## src/rtl/fifo_display_pacer_if.sv

```systemverilog
// Read-side pacer bundle: FIFO pop handshake plus the display data path.
// Latency: n/a (wires only).
// Backpressure: the FIFO side is throttled purely by the pacer's pop strobe.
//
// Signals:
//   i_Fifo_Empty   FIFO empty flag (into the pacer)
//   o_Fifo_Rd_En   one-cycle pop strobe (from the pacer)
//   i_Fifo_Rd_Data registered FIFO read data, valid the cycle after the pop
//   o_Byte_Data    decoder input: {4'h0, nibble} or 8'hFF for blank
//   o_Nibble_Sel   1 while the high nibble is shown
//   o_Busy         pacer is not idle
interface fifo_display_pacer_if;
  logic       i_Fifo_Empty;
  logic       o_Fifo_Rd_En;
  logic [7:0] i_Fifo_Rd_Data;
  logic [7:0] o_Byte_Data;
  logic       o_Nibble_Sel;
  logic       o_Busy;

  // master: the pacer itself
  modport master (
    input  i_Fifo_Empty,
    input  i_Fifo_Rd_Data,
    output o_Fifo_Rd_En,
    output o_Byte_Data,
    output o_Nibble_Sel,
    output o_Busy
  );

  // slave: the FIFO / decoder environment around the pacer
  modport slave (
    output i_Fifo_Empty,
    output i_Fifo_Rd_Data,
    input  o_Fifo_Rd_En,
    input  o_Byte_Data,
    input  o_Nibble_Sel,
    input  o_Busy
  );
endinterface

```

## src/rtl/fifo_display_pacer.sv

```systemverilog
// Pops bytes from the FIFO and shows high then low nibble, each for HOLD_CYCLES.
// Latency: first nibble on o_Byte_Data 2 edges after the IDLE edge that saw a non-empty FIFO.
// Backpressure: pops only from IDLE; empty flag is ignored while a byte is being shown.
//
// Ports: i_Clk, i_Rst_L (async active-low), pacer (fifo_display_pacer_if.master).
// Optional macro PACER_BLANK_GAP_EN: after the low nibble, blank (8'hFF) for
// HOLD_CYCLES cycles before returning to IDLE; otherwise the low nibble persists.
module fifo_display_pacer #(
  parameter int HOLD_CYCLES = 25000000
) (
  input  logic                         i_Clk,
  input  logic                         i_Rst_L,
  fifo_display_pacer_if.master         pacer
);

  localparam int CNT_W = $clog2(HOLD_CYCLES + 1);
  localparam logic [CNT_W-1:0] CNT_LAST = CNT_W'(HOLD_CYCLES - 1);
  localparam logic [7:0] BLANK = 8'hFF;

  typedef enum logic [2:0] {
    S_IDLE,
    S_RD,
    S_WAIT,
    S_SHOW_HI,
    S_SHOW_LO
`ifdef PACER_BLANK_GAP_EN
    , S_GAP
`endif
  } state_t;

  state_t           state_q, state_d;
  logic [CNT_W-1:0] cnt_q, cnt_d;
  logic [7:0]       data_q, data_d;
  logic             rd_en_q, rd_en_d;
  logic [7:0]       byte_q, byte_d;
  logic             sel_q, sel_d;
  logic             busy_q, busy_d;

  logic cnt_done;
  assign cnt_done = (cnt_q == CNT_LAST);

  always_comb begin
    state_d = state_q;
    cnt_d   = cnt_q;
    data_d  = data_q;
    rd_en_d = 1'b0;
    byte_d  = byte_q;
    sel_d   = sel_q;

    case (state_q)
      S_IDLE: begin
        if (!pacer.i_Fifo_Empty) begin
          state_d = S_RD;
          rd_en_d = 1'b1;
        end
      end
      // Pop strobe is high during RD; the FIFO's registered data is valid in WAIT.
      S_RD: begin
        state_d = S_WAIT;
      end
      S_WAIT: begin
        data_d  = pacer.i_Fifo_Rd_Data;
        byte_d  = {4'h0, pacer.i_Fifo_Rd_Data[7:4]};
        sel_d   = 1'b1;
        cnt_d   = '0;
        state_d = S_SHOW_HI;
      end
      S_SHOW_HI: begin
        if (cnt_done) begin
          byte_d  = {4'h0, data_q[3:0]};
          sel_d   = 1'b0;
          cnt_d   = '0;
          state_d = S_SHOW_LO;
        end else begin
          cnt_d = cnt_q + 1'b1;
        end
      end
      S_SHOW_LO: begin
        if (cnt_done) begin
          cnt_d = '0;
`ifdef PACER_BLANK_GAP_EN
          byte_d  = BLANK;
          state_d = S_GAP;
`else
          // Last low nibble stays on the display while idle.
          state_d = S_IDLE;
`endif
        end else begin
          cnt_d = cnt_q + 1'b1;
        end
      end
`ifdef PACER_BLANK_GAP_EN
      S_GAP: begin
        if (cnt_done) begin
          cnt_d   = '0;
          state_d = S_IDLE;
        end else begin
          cnt_d = cnt_q + 1'b1;
        end
      end
`endif
      default: begin
        state_d = S_IDLE;
        cnt_d   = '0;
      end
    endcase

    // Busy is registered from the next state so it lines up with the state register.
    busy_d = (state_d != S_IDLE);
  end

  always_ff @(posedge i_Clk or negedge i_Rst_L) begin
    if (!i_Rst_L) begin
      state_q <= S_IDLE;
      cnt_q   <= '0;
      data_q  <= '0;
      rd_en_q <= 1'b0;
      byte_q  <= BLANK;
      sel_q   <= 1'b0;
      busy_q  <= 1'b0;
    end else begin
      state_q <= state_d;
      cnt_q   <= cnt_d;
      data_q  <= data_d;
      rd_en_q <= rd_en_d;
      byte_q  <= byte_d;
      sel_q   <= sel_d;
      busy_q  <= busy_d;
    end
  end

  assign pacer.o_Fifo_Rd_En = rd_en_q;
  assign pacer.o_Byte_Data  = byte_q;
  assign pacer.o_Nibble_Sel = sel_q;
  assign pacer.o_Busy       = busy_q;

endmodule

```

## src/flat_wrapper.sv

```systemverilog
// flat-port wrapper written by rule: the top's interface ports become plain ports
module fifo_display_pacer_flat 
#(
  parameter int HOLD_CYCLES = 25000000
)
  (i_Clk, i_Rst_L, pacer_i_Fifo_Empty, pacer_i_Fifo_Rd_Data, pacer_o_Fifo_Rd_En, pacer_o_Byte_Data, pacer_o_Nibble_Sel, pacer_o_Busy);
  fifo_display_pacer_if pacer_i ();
  input  logic i_Clk;
  input  logic i_Rst_L;
  input wire logic [$bits(pacer_i.i_Fifo_Empty)-1:0] pacer_i_Fifo_Empty;
  input wire logic [$bits(pacer_i.i_Fifo_Rd_Data)-1:0] pacer_i_Fifo_Rd_Data;
  output wire logic [$bits(pacer_i.o_Fifo_Rd_En)-1:0] pacer_o_Fifo_Rd_En;
  output wire logic [$bits(pacer_i.o_Byte_Data)-1:0] pacer_o_Byte_Data;
  output wire logic [$bits(pacer_i.o_Nibble_Sel)-1:0] pacer_o_Nibble_Sel;
  output wire logic [$bits(pacer_i.o_Busy)-1:0] pacer_o_Busy;
  assign pacer_i.i_Fifo_Empty = pacer_i_Fifo_Empty;
  assign pacer_i.i_Fifo_Rd_Data = pacer_i_Fifo_Rd_Data;
  assign pacer_o_Fifo_Rd_En = pacer_i.o_Fifo_Rd_En;
  assign pacer_o_Byte_Data = pacer_i.o_Byte_Data;
  assign pacer_o_Nibble_Sel = pacer_i.o_Nibble_Sel;
  assign pacer_o_Busy = pacer_i.o_Busy;
  fifo_display_pacer #(.HOLD_CYCLES(HOLD_CYCLES)) u_core (.i_Clk(i_Clk), .i_Rst_L(i_Rst_L), .pacer(pacer_i));
endmodule
```

## config.mk

```make
export PLATFORM = sky130hd
export DESIGN_NAME = fifo_display_pacer_flat
export DESIGN_NICKNAME = d
export VERILOG_FILES = /design/src/rtl/fifo_display_pacer_if.sv /design/src/rtl/fifo_display_pacer.sv /design/src/flat_wrapper.sv
export SDC_FILE = /design/constraint.sdc
export NUM_CORES = 1
export LEC_CHECK = 0
export ABC_AREA = 0
export ABC_CLOCK_PERIOD_IN_PS = 3940
export CORE_MARGIN = 3
export CORE_UTILIZATION = 25
export CTS_CLUSTER_DIAMETER = 50
export DETAILED_ROUTE_END_ITERATION = 8
export HOLD_SLACK_MARGIN = 0.1
export MAX_ROUTING_LAYER = met4
export PLACE_DENSITY = 0.39
export SYNTH_ARGS = -nofsm -noshare
export SYNTH_HDL_FRONTEND = slang
export SYNTH_SLANG_ARGS = --single-unit
```

## constraint.sdc

```tcl
create_clock -name i_Clk -period 3.94 [get_ports i_Clk]
set_input_delay 0.788 -clock i_Clk [delete_from_list [all_inputs] [get_ports i_Clk]]
set_output_delay 0.788 -clock i_Clk [all_outputs]
set_load 0.02 [all_outputs]
```

==> results.yml <==
synthesis:
  synthAdderAreaFrac_pct: 0.610
  syn_inst: 217
  synth-xor-area-share_pct: 7.26
  synth_seq_cells: 40
  async_flop_share_pct: 100
  yosysTopAreaCellShare_pct: 42.7
  synth-edff-count: 0
  synth.cell_area_sq_um: 2050
  ys_top_cells_by_area: "dfrtp_1, dfstp_2, xor2_1, nand2_1, nor2_1"
  yosysSeqAreaShare_pct: 49.1
  ys.warnings.count: 0
  synth_simple_gate_area_share_pct: 29.2
  synth_common_cells: "dfrtp_1, nand2_1, nor2_1"
  synth_top_family_by_area: "simple AND/OR/NAND/NOR gates"
  yosysTopAreaCell: "dfrtp_1"
  synth_most_common_cell: "dfrtp_1"
  synthFlopType: "dfrtp_1"
  synth_compound_area_share_pct: 10.3
  synth_fp_nets: 229
  synthMuxAreaShare_pct: 0
  syn_avg_cell_area_sq_um: 9.45
  synth.distinct_cells: 40
cells_and_area:
  area_delta_synth_final_pct: 18.1
  final_util_pct: 30.9
  finalNonFillerCells: 337
  fin_area_sq_um: 2420
  final_net_count: 247
  final_layout_size_suffix_gt1_share_pct: 8.51
  diodes: 0
  fillCellCount: 884
sta:
  fin_setup_tns_ns: 0
  max_freq_ghz: 0.445
  hold_slack_ns: 0.480
  post-route-period-util_pct: 57.0
  relSlewSlack_pct: 38.6
  setup_viol: 0
  slew_viol_final: 0
  rsz0062_at_grt: "false"
  hold_violations: 0
  tightest_slew_ns: 0.921
  layout_setup_ws_ns: 1.69
  fin_crit_ns: 2.25
  skew_ns: 0.00501
global_route:
  overflow: 0
  grt_max_degree: 41
  antenna_found_initial: 0
  grt_pass1_vias: 1576
  grt_pass1_wl_um: 8410
  grt_usage_pct: 12.1
place:
  place_hpwl_um: 3280
  gp_congestion: 0.752
  dp.cells: 330
  dpl_worst_slack_ns: 1.70
  placed_area_sq_um: 2330
  io_buffers: 21
pwr:
  peakVddDrop_uv: 129
  power_leakage_nw: 1.05
  p_per_area_nw_per_um2: 404
  p_total_uw: 978
worst_setup_path:
  max_stage_delay_ns: 0.61
  critPathTopFamily: "buffers and inverters"
  reg2reg_to: "u_core.cnt_q[11]$_DFFE_PN0N_"
  worstPathMaxFanout: 5
  cp.required_ns: 3.15
  startpoint: "u_core.pacer.o_Byte_Data[6]$_DFFE_PN1P_"
  slowest_stage: "clkdlybuf4s50_1"
  worst-path-buf-inv: 1
  endpoint_kind: "primary output"
  cp.arrival_ns: 1.46
  ff2ff_path_depth: 5
  worstSetupPathType: "reg -> out"
  critPathLaunchType: "flop"
  worstSetupEndpoint: "pacer_o_Byte_Data[6]"
  reg2reg_from: "u_core.cnt_q[7]$_DFFE_PN0N_"
  cp_cell_sequence: "clkdlybuf4s50_1"
  critical_path_depth: 1
  regToRegSetupSlack_ns: 1.72
routing:
  viasPerCell: 4.78
  ant_nets: 0
  firstDrtPassIters: 4
  wl_per_cell_um: 14.4
  vias: 1612
  routed_wl_um: 4860
  drt-initial-drc-count: 100
  drcViolationCount: 0
run_status:
  outcome: "complete, no violations"
clock_tree:
  cts_root_buffer: "clkbuf_8"
  clkSinkCount: 40
  htree_levels: 2
  clk_latency_ns: 0.29
  clkTransAtPathRegs_ns: 0.07
  clock_path_buffers: 2
  cts_resized: 0
  cts_tree: "yes"
  hold_buffers: 0
  cts_setup_buffers: 0
  cts_buffers: 5
floorplanning:
  dieArea_sq_um: 9330
  core_region_area_sq_um: 7850
  initial_core_util_pct: 26.1
  die_width_um: 96.6
  ios: 22
  chipHeight_um: 96.6
  num_rows: 32
run:
  drv_cap: 0
worst_hold_path:
  whs_path_depth: 2
  hp-class: "reg -> reg"
tightest hold or removal path: stages, from the launching register on:
cell and delay [ns]:
dfrtp_1 0.35, nand2_1 0.05, nand2_1 0.05
area by class of cell:
cell class	count	area [sq um]	area share, %
flip-flops and latches	40	1010	41.6
inverters	2	7.51	0.310
clock buffers	7	96.3	3.98
multi-input cells	164	971	40.1
well taps	102	128	5.27
repair buffers	22	213	8.78
where the power goes:
| part | leakage, nW | switching [mW] | internal [mW] |
|---|---|---|---|
| sequential | 0.502 | 0.0656 | 0.462 |
| combinational | 0.496 | 0.0741 | 0.0778 |
| clock | 0.0503 | 0.142 | 0.156 |
| total | 1.05 | 0.282 | 0.696 |
worst min path at each step:
| stage | startpoint | to |
|---|---|---|
| finish | u_core.data_q[1]$_DFFE_PN0P_ | u_core.data_q[1]$_DFFE_PN0P_ |
| global route | u_core.data_q[1]$_DFFE_PN0P_ | u_core.data_q[1]$_DFFE_PN0P_ |
| CTS | u_core.data_q[1]$_DFFE_PN0P_ | u_core.data_q[1]$_DFFE_PN0P_ |
| detailed placement | u_core.data_q[1]$_DFFE_PN0P_ | u_core.data_q[1]$_DFFE_PN0P_ |
| global placement | u_core.data_q[1]$_DFFE_PN0P_ | u_core.data_q[1]$_DFFE_PN0P_ |
| floorplan | u_core.data_q[0]$_DFFE_PN0P_ | u_core.data_q[0]$_DFFE_PN0P_ |
sequential cells by signal, indices dropped and copies added (netlist names):
| name | cells |
|---|---|
| u_core.cnt_q | 25 |
| u_core.data_q | 4 |
| u_core.pacer.o_Busy | 1 |
| u_core.pacer.o_Byte_Data | 5 |
| u_core.pacer.o_Fifo_Rd_En | 1 |
| u_core.pacer.o_Nibble_Sel | 1 |
| u_core.state_q | 3 |
cells by family after synthesis:
group	after synthesis
compound gates	31
xor+xnor	17
fa+ha+maj	1
buf+inv	13
flops	40
simple gates	115
cells in the final DEF, fill, tap and decap left out, types with 3 or more instances in the layout:
cell type and count:
dfrtp_1 35, nor2_1 31, nand2_1 31, clkdlybuf4s50_1 20
nand3_1 16, xor2_1 15, nand4_1 10, o22ai_1 8
o21ai_0 7, clkbuf_8 7, dfstp_2 5, and3_1 4
nor4_1 4, a21oi_1 4, nand2b_1 3, nor2b_1 3
per-layer routing:
layer | vias to the layer above | track usage, % | share of wire, %
met4 | 0 | 4.67 | 1.3
met5 | - | - | 0
met3 | 5 | 2.17 | 3.2
met1 | 776 | 17.4 | 52
li1 | 804 | - | -
met2 | 27 | 16.8 | 44
(Power assumes the default switching activity.)
